[config.mk]
export PLATFORM = sky130hd
export DESIGN_NAME = exposure_sequencer
export DESIGN_NICKNAME = d
export VERILOG_FILES = /design/src/rtl/exposure_sequencer_pkg.sv /design/src/rtl/exposure_sequencer.sv
export SDC_FILE = /design/constraint.sdc
export NUM_CORES = 1
export LEC_CHECK = 0
export ABC_AREA = 1
export CORE_UTILIZATION = 60
export DETAILED_ROUTE_END_ITERATION = 8
export DONT_BUFFER_PORTS = 1
export PLACE_DENSITY = 0.81
export REMOVE_ABC_BUFFERS = 1
export SYNTH_ARGS = -nofsm -noshare
export SYNTH_HDL_FRONTEND = slang
export SYNTH_SLANG_ARGS = --single-unit
[constraint.sdc]
create_clock -name clk -period 3.3 [get_ports clk]
set_input_delay 0.33 -clock clk [delete_from_list [all_inputs] [get_ports clk]]
set_output_delay 0.33 -clock clk [all_outputs]
set_load 0.01 [all_outputs]
[src/rtl/exposure_sequencer_pkg.sv]
// Shared types and constants for the exposure sequencer.
package exposure_sequencer_pkg;

  // Clock cycles per countdown-timer tick (the sequencer itself counts in ticks).
  localparam int TICK_DIV   = 1876;
  localparam int DEF_WIDTH  = 16;
  localparam int DEF_FWIDTH = 8;

  typedef enum logic [1:0] {
    ST_IDLE   = 2'd0,
    ST_LOAD   = 2'd1,
    ST_SETTLE = 2'd2,
    ST_WAIT   = 2'd3
  } state_e;

  typedef enum logic [1:0] {
    PH_LEAD   = 2'd0,
    PH_EXPOSE = 2'd1,
    PH_TRAIL  = 2'd2
  } phase_e;

endpackage

[src/rtl/exposure_sequencer.sv]
// Exposure sequencer: runs lead / expose / trail phases of each frame in a
// burst on the shared countdown timer, drives shutter and sensor gate.
// Zero-length phases are skipped when a phase is entered, so the registered
// outputs (timer load, gates) already reflect the phase actually being run.
module exposure_sequencer
  import exposure_sequencer_pkg::*;
#(
  parameter int WIDTH  = DEF_WIDTH,
  parameter int FWIDTH = DEF_FWIDTH
) (
  input  logic              clk,
  input  logic              rst_n,
  input  logic              start,
  input  logic              abort,
  input  logic [WIDTH-1:0]  cfg_lead,
  input  logic [WIDTH-1:0]  cfg_exp,
  input  logic [WIDTH-1:0]  cfg_trail,
  input  logic [FWIDTH-1:0] cfg_frames,
  output logic              tmr_load,
  output logic [WIDTH-1:0]  tmr_preset,
  input  logic              tmr_done,
  output logic              busy,
  output logic              shutter_open,
  output logic              sensor_gate,
  output logic              frame_done,
  output logic              aborted
);

  state_e            state_r, state_s;
  phase_e            phase_r, phase_s, enter_ph_s;
  logic [WIDTH-1:0]  lead_r, exp_r, trail_r, lead_s, exp_s, trail_s;
  logic [FWIDTH-1:0] frames_r, frames_s, count_r, count_s;
  logic [WIDTH-1:0]  tmr_preset_s;
  logic              tmr_load_s, busy_s, shutter_s, sensor_s, frame_done_s, aborted_s;
  logic              enter_s, end_frame_s, last_frame_s;

  // Next-state, shadow-config and next-output computation.
  always_comb begin
    state_s      = state_r;
    phase_s      = phase_r;
    lead_s       = lead_r;
    exp_s        = exp_r;
    trail_s      = trail_r;
    frames_s     = frames_r;
    count_s      = count_r;
    tmr_load_s   = 1'b0;
    tmr_preset_s = '0;
    busy_s       = busy;
    shutter_s    = shutter_open;
    sensor_s     = sensor_gate;
    frame_done_s = 1'b0;
    aborted_s    = aborted;
    enter_s      = 1'b0;
    enter_ph_s   = PH_LEAD;
    end_frame_s  = 1'b0;
    last_frame_s = 1'b0;

    case (state_r)
      ST_IDLE: begin
        if (start) begin
          lead_s    = cfg_lead;
          exp_s     = cfg_exp;
          trail_s   = cfg_trail;
          frames_s  = (cfg_frames == '0) ? FWIDTH'(1'b1) : cfg_frames;
          count_s   = '0;
          aborted_s = 1'b0;
          busy_s    = 1'b1;
          enter_s   = 1'b1;
        end else begin
          busy_s = 1'b0;
        end
      end
      ST_LOAD, ST_SETTLE, ST_WAIT: begin
        if (abort) begin
          aborted_s = 1'b1;
        end else begin
          aborted_s = aborted;
        end
        // Abort in LEAD/EXPOSE closes the shutter via a freshly loaded TRAIL.
        if (abort && (phase_r != PH_TRAIL)) begin
          enter_s    = 1'b1;
          enter_ph_s = PH_TRAIL;
        end else if (state_r == ST_LOAD) begin
          // A LOAD without a timer load means every remaining phase was empty.
          if (tmr_load) begin
            state_s = ST_SETTLE;
          end else begin
            end_frame_s = 1'b1;
          end
        end else if (state_r == ST_SETTLE) begin
          state_s = ST_WAIT;
        end else if (tmr_done) begin
          if (phase_r == PH_TRAIL) begin
            end_frame_s = 1'b1;
          end else begin
            enter_s    = 1'b1;
            enter_ph_s = (phase_r == PH_LEAD) ? PH_EXPOSE : PH_TRAIL;
          end
        end else begin
          state_s = ST_WAIT;
        end
      end
      default: begin
        state_s   = ST_IDLE;
        busy_s    = 1'b0;
        shutter_s = 1'b0;
        sensor_s  = 1'b0;
      end
    endcase

    if (end_frame_s) begin
      frame_done_s = 1'b1;
      count_s      = count_r + FWIDTH'(1'b1);
      last_frame_s = (count_s == frames_r) || aborted_s;
      if (last_frame_s) begin
        state_s   = ST_IDLE;
        phase_s   = PH_LEAD;
        busy_s    = 1'b0;
        shutter_s = 1'b0;
        sensor_s  = 1'b0;
      end else begin
        enter_s    = 1'b1;
        enter_ph_s = PH_LEAD;
      end
    end else begin
      last_frame_s = 1'b0;
    end

    // Enter the first non-empty phase at or after the requested one.
    if (enter_s) begin
      state_s = ST_LOAD;
      if ((enter_ph_s == PH_LEAD) && (lead_s != '0)) begin
        phase_s      = PH_LEAD;
        tmr_load_s   = 1'b1;
        tmr_preset_s = lead_s;
        shutter_s    = 1'b1;
        sensor_s     = 1'b0;
      end else if ((enter_ph_s != PH_TRAIL) && (exp_s != '0)) begin
        phase_s      = PH_EXPOSE;
        tmr_load_s   = 1'b1;
        tmr_preset_s = exp_s;
        shutter_s    = 1'b1;
        sensor_s     = 1'b1;
      end else if (trail_s != '0) begin
        phase_s      = PH_TRAIL;
        tmr_load_s   = 1'b1;
        tmr_preset_s = trail_s;
        shutter_s    = 1'b0;
        sensor_s     = 1'b0;
      end else begin
        phase_s      = PH_TRAIL;
        tmr_load_s   = 1'b0;
        shutter_s    = 1'b0;
        sensor_s     = 1'b0;
      end
    end else begin
      tmr_load_s = 1'b0;
    end
  end

  // State, shadow configuration and registered outputs.
  always_ff @(posedge clk or negedge rst_n) begin
    if (!rst_n) begin
      state_r      <= ST_IDLE;
      phase_r      <= PH_LEAD;
      lead_r       <= '0;
      exp_r        <= '0;
      trail_r      <= '0;
      frames_r     <= '0;
      count_r      <= '0;
      tmr_load     <= 1'b0;
      tmr_preset   <= '0;
      busy         <= 1'b0;
      shutter_open <= 1'b0;
      sensor_gate  <= 1'b0;
      frame_done   <= 1'b0;
      aborted      <= 1'b0;
    end else begin
      state_r      <= state_s;
      phase_r      <= phase_s;
      lead_r       <= lead_s;
      exp_r        <= exp_s;
      trail_r      <= trail_s;
      frames_r     <= frames_s;
      count_r      <= count_s;
      tmr_load     <= tmr_load_s;
      tmr_preset   <= tmr_preset_s;
      busy         <= busy_s;
      shutter_open <= shutter_s;
      sensor_gate  <= sensor_s;
      frame_done   <= frame_done_s;
      aborted      <= aborted_s;
    end
  end

endmodule

# Word-level counts from Yosys, hierarchy flattened
# Cells that the tools add are included.
[classes]
n_addsub = 1
eq_ne = 7
mux = 71
reduce_logical = 19
[op_table]
columns = ["operator", "n"]
rows = [
  ["two-way mux 16 bit", 10],
  ["nonzero test 16 bit", 3],
  ["two-way mux 2 bit", 23],
  ["two-way mux 1 bit", 32],
  ["two-way mux 8 bit", 4],
  ["adder 8 x 1 -> 8 bit, second input constant", 1],
  ["== test 8 bit", 1],
  ["zero test 8 bit", 1],
  ["nonzero test 2 bit", 4],
  ["== test 2 bit, second input constant", 3],
  ["zero test 2 bit", 3],
  ["AND reduction 2 bit", 3],
  ["inequality test 2 bit, second input constant", 2],
  ["case mux 1 bit (2 select lines)", 2],
  ["logical AND 1 bit", 3],
  ["OR reduction 3 bit", 1],
  ["== test 2 x 1 -> 1 bit, second input constant", 1],
  ["logical OR 1 bit", 1],
]
[word_totals]
reg_bits = 90
input_bits = 61
out_inout_bits = 22
elab_cells = 112

# Longest topological paths before layout
# Gate-level depths: netlist (run 1).
[depth]
depth_word = 15
mapped_depth = 16
depth_no_buf = 15

# Least setup slack after synthesis (run 1)
# Ideal clock, no wire load.
[synth_path]
path_type = "reg-to-reg"
from = "register count_r[1]"
to = "register state_r[0]"
setup_time_ps = 123
arrival_ps = 1735
required_ps = 3177
path_slack_ps = 1442
path_stages_with_launch = 14
path_buffers = 1
period_less_slack_ps = 1858
path_cell_list = "dfrtp_1 -> ha_1 -> nand3_1 -> o21ai_0 -> nand2_1 -> nand2_1 -> nand2_1 -> nor2_1 -> nand3_1 -> nand3_1 -> nand2_2 -> inv_2 -> buf_2 -> nand2_1"
[synth_via]
elab_chain_cells = 6
elab_cells_between_ends = 8
classes_between = "add/sub (1); eq/ne (1); mux (5); reduce/logical (1)"
[synth_rtl]
columns = ["item", "line_no", "rtl"]
rows = [
  ["start, declared", "exposure_sequencer.sv:32", "logic [FWIDTH-1:0] frames_r, frames_s, count_r, count_s;"],
  ["start signal, assigned", "exposure_sequencer.sv:185", "count_r <= count_s;"],
  ["adder 8 x 1 -> 8 bit *", "exposure_sequencer.sv:113", "count_s = count_r + FWIDTH'(1'b1);"],
  ["== test 8 bit *", "exposure_sequencer.sv:114", "last_frame_s = (count_s == frames_r) || aborted_s;"],
  ["logical OR 1 bit *", "exposure_sequencer.sv:114", ""],
  ["two-way mux 2 bit / two-way mux 1 bit (equally long branches)", "exposure_sequencer.sv:115", "if (last_frame_s) begin"],
  ["two-way mux 2 bit / two-way mux 1 bit (equally long branches)", "exposure_sequencer.sv:111", "if (end_frame_s) begin"],
  ["two-way mux 2 bit *", "exposure_sequencer.sv:130", "if (enter_s) begin"],
  ["via state_s[0]", "exposure_sequencer.sv:29", "state_e state_r, state_s;"],
  ["end signal, assigned", "exposure_sequencer.sv:179", "state_r <= state_s;"],
  ["end, declared", "exposure_sequencer.sv:29", ""],
]
# The timed path passes the listed nets; every way through them passes the cells marked *.
# A chain may end at the register's enable or synchronous reset.

# Final worst setup path (run 1)
[layout_path]
from = "register state_r[1]"
to = "register phase_r[1]"
[layout_via]
elab_cells_between_ends = 37
classes_between = "eq/ne (4); mux (22); reduce/logical (11)"
[layout_lines]
columns = ["item", "line_no", "rtl"]
rows = [
  ["zero test 2 bit", "exposure_sequencer.sv:58", "case (state_r)"],
  ["two-way mux 16 bit", "exposure_sequencer.sv:58", ""],
  ["via exp_s[13]", "exposure_sequencer.sv:31", "logic [WIDTH-1:0] lead_r, exp_r, trail_r, lead_s, exp_s, trail_s;"],
  ["nonzero test 16 bit", "exposure_sequencer.sv:138", "end else if ((enter_ph_s != PH_TRAIL) && (exp_s != '0)) begin"],
  ["logical AND 1 bit", "exposure_sequencer.sv:138", ""],
  ["two-way mux 2 bit", "exposure_sequencer.sv:138", ""],
  ["two-way mux 2 bit", "exposure_sequencer.sv:132", "if ((enter_ph_s == PH_LEAD) && (lead_s != '0)) begin"],
  ["two-way mux 2 bit", "exposure_sequencer.sv:130", ""],
  ["end signal, assigned", "exposure_sequencer.sv:180", "phase_r <= phase_s;"],
  ["end, declared", "exposure_sequencer.sv:30", "phase_e phase_r, phase_s, enter_ph_s;"],
]
# The timed path passes the listed nets, and every way through them passes these cells.

==> results of run 1 <==
cells in the final DEF, fill, tap and decap left out, types with 2 or more instances in the layout:
| master | Yosys | layout |
|---|---|---|
| a21oi_1 | 19 | 19 |
| buf_4 | 3 | 2 |
| bufinv_16 | 0 | 2 |
| clkbuf_8 | 0 | 10 |
| clkinv_2 | 0 | 2 |
| dfrtp_1 | 89 | 89 |
| inv_1 | 40 | 40 |
| inv_2 | 4 | 4 |
| nand2_1 | 236 | 236 |
| nand2_2 | 5 | 5 |
| nand2_4 | 3 | 3 |
| nand3_1 | 51 | 51 |
| nand3b_1 | 4 | 4 |
| nand4_1 | 3 | 3 |
| nor2_1 | 34 | 34 |
| nor3_1 | 6 | 6 |
| nor4_1 | 2 | 2 |
| o21ai_0 | 21 | 21 |
| o22ai_1 | 5 | 5 |
| or2_2 | 2 | 2 |
| xnor2_1 | 2 | 2 |
layer usage:
metal	GRT usage, %	wire (microns)	up-vias
met4	14.5	276	0
met2	45.2	4710	135
li1	-	-	1732
met3	6.29	713	22
met1	36.4	4230	1669
met5	0	0	-
state kept, by name, summed over array words and instances, names as in the netlist:
signal        cells
count_r           8
tmr_preset       16
tmr_load          1
busy              1
frames_r          8
frame_done        1
lead_r           16
shutter_open      1
exp_r            16
state_r           2
trail_r          16
aborted           1
phase_r           2
worst min path at each step:
stage                     depth (start not counted)                      end  slack, ns
after floorplan                                   0        aborted$_DFF_PN0_       0.03
after global placement                            0   count_r[6]$_DFFE_PN0P_       0.04
after detailed placement                          0   count_r[6]$_DFFE_PN0P_       0.04
after CTS                                         2  frames_r[6]$_DFFE_PN0P_       0.06
after global routing                              2  frames_r[6]$_DFFE_PN0P_       0.08
final                                             2  frames_r[6]$_DFFE_PN0P_       0.08
power by group:
group	internal [mW]	total, mW	switching, mW
Clock	0.446	0.817	0.371
Sequential	1.53	1.77	0.239
Combinational	0.553	1.78	1.23
worst max-delay path, cell delays in order, from the launching register on:
cell and delay [ns]:
dfrtp_1 0.45, nor2_4 0.14, nand2_4 0.27, inv_2 0.53
nand2_2 0.09, nand2_2 0.09, nor2_1 0.04, nand2_1 0.06
nor2_1 0.05, nand2_2 0.23, nand2_4 0.19, nand2_1 0.16
inv_1 0.09, nand2_1 0.07, o21ai_0 0.08
cells by family (layout without fill, tap and decap cells):
logic type      after synthesis  after routing  synth area share, %
fa+ha+maj                     1              1                0.291
compound gates               47             47                 5.80
xor+xnor                      2              2                0.408
buf+inv                      66             65                 7.40
simple gates                349            349                 34.3
flops                        89             89                 51.8
area by class of cell:
type                    count  share of cell area (%)
flip-flops and latches     89                    49.0
well taps                  96                    2.64
clock inverters             5                    1.74
repair buffers              4                    1.16
inverters                  45                    3.77
multi-input cells         399                    38.5
clock buffers              11                    3.11
metrics by stage:
step | setup slack, ns | std cells | hold slack (ns)
floorplan | 0.802 | 533 | 0.0344
global placement | 0.773 | 631 | 0.0360
finish | 0.604 | 649 | 0.0765
detailed placement | 0.643 | 631 | 0.0361
global route | 0.361 | 649 | 0.0816
CTS | 0.612 | 649 | 0.0601
==> metrics, run 1 <==
cts hold-fix bufs=2; Hold/Removal Path Class=input port to register; worst vdd ir=449 uV; area leader, netlist=dfrtp_1; I/O pin count=83; Slew headroom=58.8%; die area=7500 sq um; status=completed; synthesized flop and latch total=89; Fillers=580; Die W=86.6 microns; crit share post-route=81.7%; IO Port Bufs=0; average vias per placed instance=5.48; WP data required=3.54 ns; Core Area=6870 sq um; CP startpoint kind=register; Area Growth Syn to Fin=5.74%; gr ovfl total=0; # clock sinks=89; largest net degree at the start of global routing=90; synthesized instance count=554; Routed Antenna Nets=0; Worst Setup EP=phase_r[1]$_DFFE_PN0P_; setup TNS=0 ns; cts bufs inserted=9; crit path launch=state_r[1]$_DFF_PN0_; Post-synth EDFFs=0; Fin. Hold Viols=0; Final Net Count=610; clk slew on worst S/H paths=0.08 ns; DR pass1 iterations=5; top-count cell post-synth=nand2_1; final setup fails=0; max cap viols=0; Synth area leaders=dfrtp_1, nand2_1, nand3_1; post-layout util=66.1%; # H-tree levels=3; Worst Reg-to-Reg Cells=14; GRT Resource Usage Total=28.3%; final instance area=4540 sq um; DPL Wire Length=6.98 mm; first-pass GRT wire length=16.0 mm; Final min period=2.70 ns; DRT iter0 DRCs=225; CTS tree=built; post-synth top area share=51.8%; Clock Tree Root=clkbuf_8; Primary FF master, synth=dfrtp_1; Worst Skew=0.00844 ns; post-CTS sizing=0; total number of vias=3558; final WL=9.93 mm; reg2reg start=state_r[1]$_DFF_PN0_; n_diodes=0; Unique masters post-synth=30; Synth top cells by count=nand2_1, dfrtp_1, nand3_1, inv_1, nor2_1; Register Area=2230 sq um; clk_lat worst skew=0.36 ns; area post-placement=4280 sq um; r2r endpoint=phase_r[1]$_DFFE_PN0P_; PD cells=961 nW/um^2; asr flop ratio synth=100%; Initial Util=62.5%; Crit path arrival time=2.93 ns; # rows=30; clk buf depth=2; HP Start=cfg_frames[6]; sequential-to-total area share from yosys stat=51.8%; number of global-route vias before repair=3371; Post-route DRC=0; Synth warnings=0; GP Congestion=0.879; Die Height=86.6 microns; initial antenna violation count=0; area occupied by multi-input gates=1750 sq um; Fmax=0.371 GHz; share of layout cells above drive strength 1=6.69%; CP endpoint kind=register; Crit Path Max Fanout=46; Post CTS Setup Buffer Count=0; setup slack, reg-to-reg=0.60 ns; P_leak=2.36 nW; DR WL/cell=15.3 microns; Avg Inst Size Synth=7.75 sq um; mapped cell area=4300 sq um; worst setup path class=register to register; Slew @ Worst Pin=0.612 ns; Tot Pwr=4.36 mW; Final Max Slew Viols=0; RSZ-0062 raised after global routing=false
No activity file was read; power rests on OpenSTA's default activity.
==> run 2: changes to the inputs <==
--- a/config.mk
+++ b/config.mk
@@ -6,10 +6,10 @@
 export NUM_CORES = 1
 export LEC_CHECK = 0
 export ABC_AREA = 1
-export CORE_UTILIZATION = 60
+export CORE_UTILIZATION = 57
 export DETAILED_ROUTE_END_ITERATION = 8
 export DONT_BUFFER_PORTS = 1
-export PLACE_DENSITY = 0.81
+export PLACE_DENSITY = 0.8
 export REMOVE_ABC_BUFFERS = 1
 export SYNTH_ARGS = -nofsm -noshare
 export SYNTH_HDL_FRONTEND = slang
==> constraint.sdc (replaced) <==
create_clock -name clk -period 2.4 [get_ports clk]
set_input_delay 0.24 -clock clk [delete_from_list [all_inputs] [get_ports clk]]
set_output_delay 0.24 -clock clk [all_outputs]
set_load 0.01 [all_outputs]
==> run 2 against run 1 <==
  * Global-route usage fell by 0.72 points
  * Via count rose by 1.9%
  * Critical path depth fell by 3
  * Fmax rose by 22%
  * Combinational power rose by 43%
  * First-iteration DRC count rose by 42%
  * Count of clock-buffer cells in the layout fell by 1
  * Power rose by 40%
  * Sequential share of layout area fell by 1.1 points
  * Clock skew rose by 0.0050 ns
  * Largest cell class unchanged
==> metrics, run 2 (synthesis gave the netlist of run 1 again) <==
Crit path arrival time=2.47 ns (was 2.93 ns); DPL Wire Length=7.08 mm (was 6.98 mm); cts bufs inserted=9 (unchanged); clk slew on worst S/H paths=0.10 ns (was 0.08 ns); DRT iter0 DRCs=319 (was 225); I/O pin count=83 (unchanged); RSZ-0062 raised after global routing=false (unchanged); # clock sinks=89 (unchanged); setup slack, reg-to-reg=0.20 ns (was 0.60 ns); initial antenna violation count=0 (unchanged); Worst Skew=0.0135 ns (was 0.00844 ns); Area Growth Syn to Fin=8.07% (was 5.74%); crit share post-route=91.7% (was 81.7%); total number of vias=3625 (was 3558); clk buf depth=2 (unchanged); post-layout util=64.0% (was 66.1%); number of global-route vias before repair=3486 (was 3371); reg2reg start=state_r[0]$_DFF_PN0_ (was state_r[1]$_DFF_PN0_); Fin. Hold Viols=0 (unchanged); Post CTS Setup Buffer Count=0 (unchanged); # rows=31 (was 30); Clock Tree Root=clkbuf_8 (unchanged); GRT Resource Usage Total=27.6% (was 28.3%); Worst Reg-to-Reg Cells=11 (was 14); first-pass GRT wire length=16.3 mm (was 16.0 mm); worst setup path class=register to register (unchanged); worst hold stages=2 (unchanged); Hold/Removal Path Class=input port to register (unchanged); worst vdd ir=548 uV (was 449 uV); hold path endpoint=frames_r[5]$_DFFE_PN0P_ (was frames_r[6]$_DFFE_PN0P_); CP startpoint kind=register (unchanged); Slew @ Worst Pin=0.617 ns (was 0.612 ns); P_leak=2.41 nW (was 2.36 nW); GR Util met3=6.44% (was 6.29%); gr ovfl total=0 (unchanged); CTS tree=built (unchanged); commonest non-fill, non-tap cell in the layout=nand2_1 (unchanged); Routed Antenna Nets=0 (unchanged); # H-tree levels=3 (unchanged); clk_lat worst skew=0.36 ns (about the same); die area=7890 sq um (was 7500 sq um); WP data required=2.67 ns (was 3.54 ns); WHS=0.00700 ns (was 0.0765 ns); Post-route DRC=0 (unchanged); Initial Util=59.2% (was 62.5%); average vias per placed instance=5.48 (about the same); Final Net Count=619 (was 610); GRT met1 Usage=35.7% (was 36.4%); M2 GR Usage=45.6% (was 45.2%); commonest non-fill, non-tap cells in the layout=nand2_1, dfrtp_1, nand3_1 (unchanged); HP Start=cfg_frames[5] (was cfg_frames[6]); r2r endpoint=tmr_preset[5]$_DFF_PN0_ (was phase_r[1]$_DFFE_PN0P_); max cap viols=0 (unchanged); Crit Path Max Fanout=20 (was 46); final setup fails=0 (unchanged); Fmax=0.454 GHz (was 0.371 GHz); Final min period=2.20 ns (was 2.70 ns); final WL=10.1 mm (was 9.93 mm); PD cells=1320 nW/um^2 (was 961 nW/um^2); Final Max Slew Viols=0 (unchanged); Die Height=88.8 microns (was 86.6 microns); status=completed (unchanged); IO Port Bufs=0 (unchanged); Slew headroom=58.5% (was 58.8%); CP endpoint kind=register (unchanged); Fillers=636 (was 580); Die W=88.8 microns (was 86.6 microns); n_diodes=0 (unchanged); DR WL/cell=15.3 microns (about the same); GP Congestion=0.878 (was 0.879); Core Area=7250 sq um (was 6870 sq um); DR pass1 iterations=6 (was 5); gr busiest metal=met2 (unchanged); share of layout cells above drive strength 1=8.19% (was 6.69%); largest net degree at the start of global routing=90 (unchanged)
-- run 2: stage by stage --
step,instances,power [mW],cell area [sq um],setup slack (ns),TNS [ns]
floorplan,533,4.19,4150,-0.0978,-0.607
global placement,641,4.82,4350,0.226,0
detailed placement,641,4.90,4350,0.210,0
CTS,661,6.11,4640,0.166,0
global route,661,6.61,4640,0.0226,0
finish,661,6.12,4640,0.198,0
-- run 2: critical path, stage by stage, from the launching register on --
cell and delay [ns]:
dfrtp_1 0.44, nor2_4 0.15, buf_4 0.26, inv_2 0.10, nand2_1 0.07, o21ai_0 0.19, inv_1 0.26, buf_4 0.22
nand3_1 0.09, nand2_1 0.10, nand2_1 0.06, a21oi_1 0.16
-- run 2: cell type report --
class                      instances  area [sq um]  share of cell area [%]
tap                               99           124                    2.67
multi-input combinational        399          1750                    37.8
clock inverter                     6          88.8                    1.91
sequential                        89          2230                    48.0
clock buffer                      10           138                    2.96
inverter                          45           174                    3.75
timing repair buffer              13           138                    2.96
-- run 2: layer usage --
layer / up-vias / part of all wire, %
met2: 133 / 49
met3: 21 / 7.1
met4: 0 / 2.0
met1: 1715 / 42
li1: 1756 / -
met5: - / 0
-- run 2: repair_timing --
item | CTS | global route
endpoints found under the hold margin | 91 | 0
endpoints found under the setup margin | 0 | 18
resized for setup | 0 | 3
hold buffers | 4 | 0
-- run 2: how the worst max path moves through the flow --
| stage | from | to | slack (ns) | depth (start not counted) |
|---|---|---|---|---|
| 2_1_floorplan | state_r[1]$_DFF_PN0_ | phase_r[1]$_DFFE_PN0P_ | -0.1 | 14 |
| 3_3_place_gp | state_r[1]$_DFF_PN0_ | tmr_preset[5]$_DFF_PN0_ | 0.23 | 10 |
| 3_5_place_dp | state_r[1]$_DFF_PN0_ | tmr_preset[13]$_DFF_PN0_ | 0.21 | 14 |
| 4_1_cts | state_r[0]$_DFF_PN0_ | tmr_preset[3]$_DFF_PN0_ | 0.17 | 13 |
| 5_1_grt | count_r[1]$_DFFE_PN0P_ | tmr_preset[0]$_DFF_PN0_ | 0.02 | 12 |
| 6_report | state_r[0]$_DFF_PN0_ | tmr_preset[5]$_DFF_PN0_ | 0.20 | 11 |
-- run 2: where the power goes --
| group | total [mW] | leakage, nW | switching, mW | internal (mW) |
|---|---|---|---|---|
| sequential | 2.42 | 1.12 | 0.316 | 2.10 |
| clock | 1.15 | 0.109 | 0.538 | 0.616 |
| combinational | 2.55 | 1.18 | 1.72 | 0.827 |
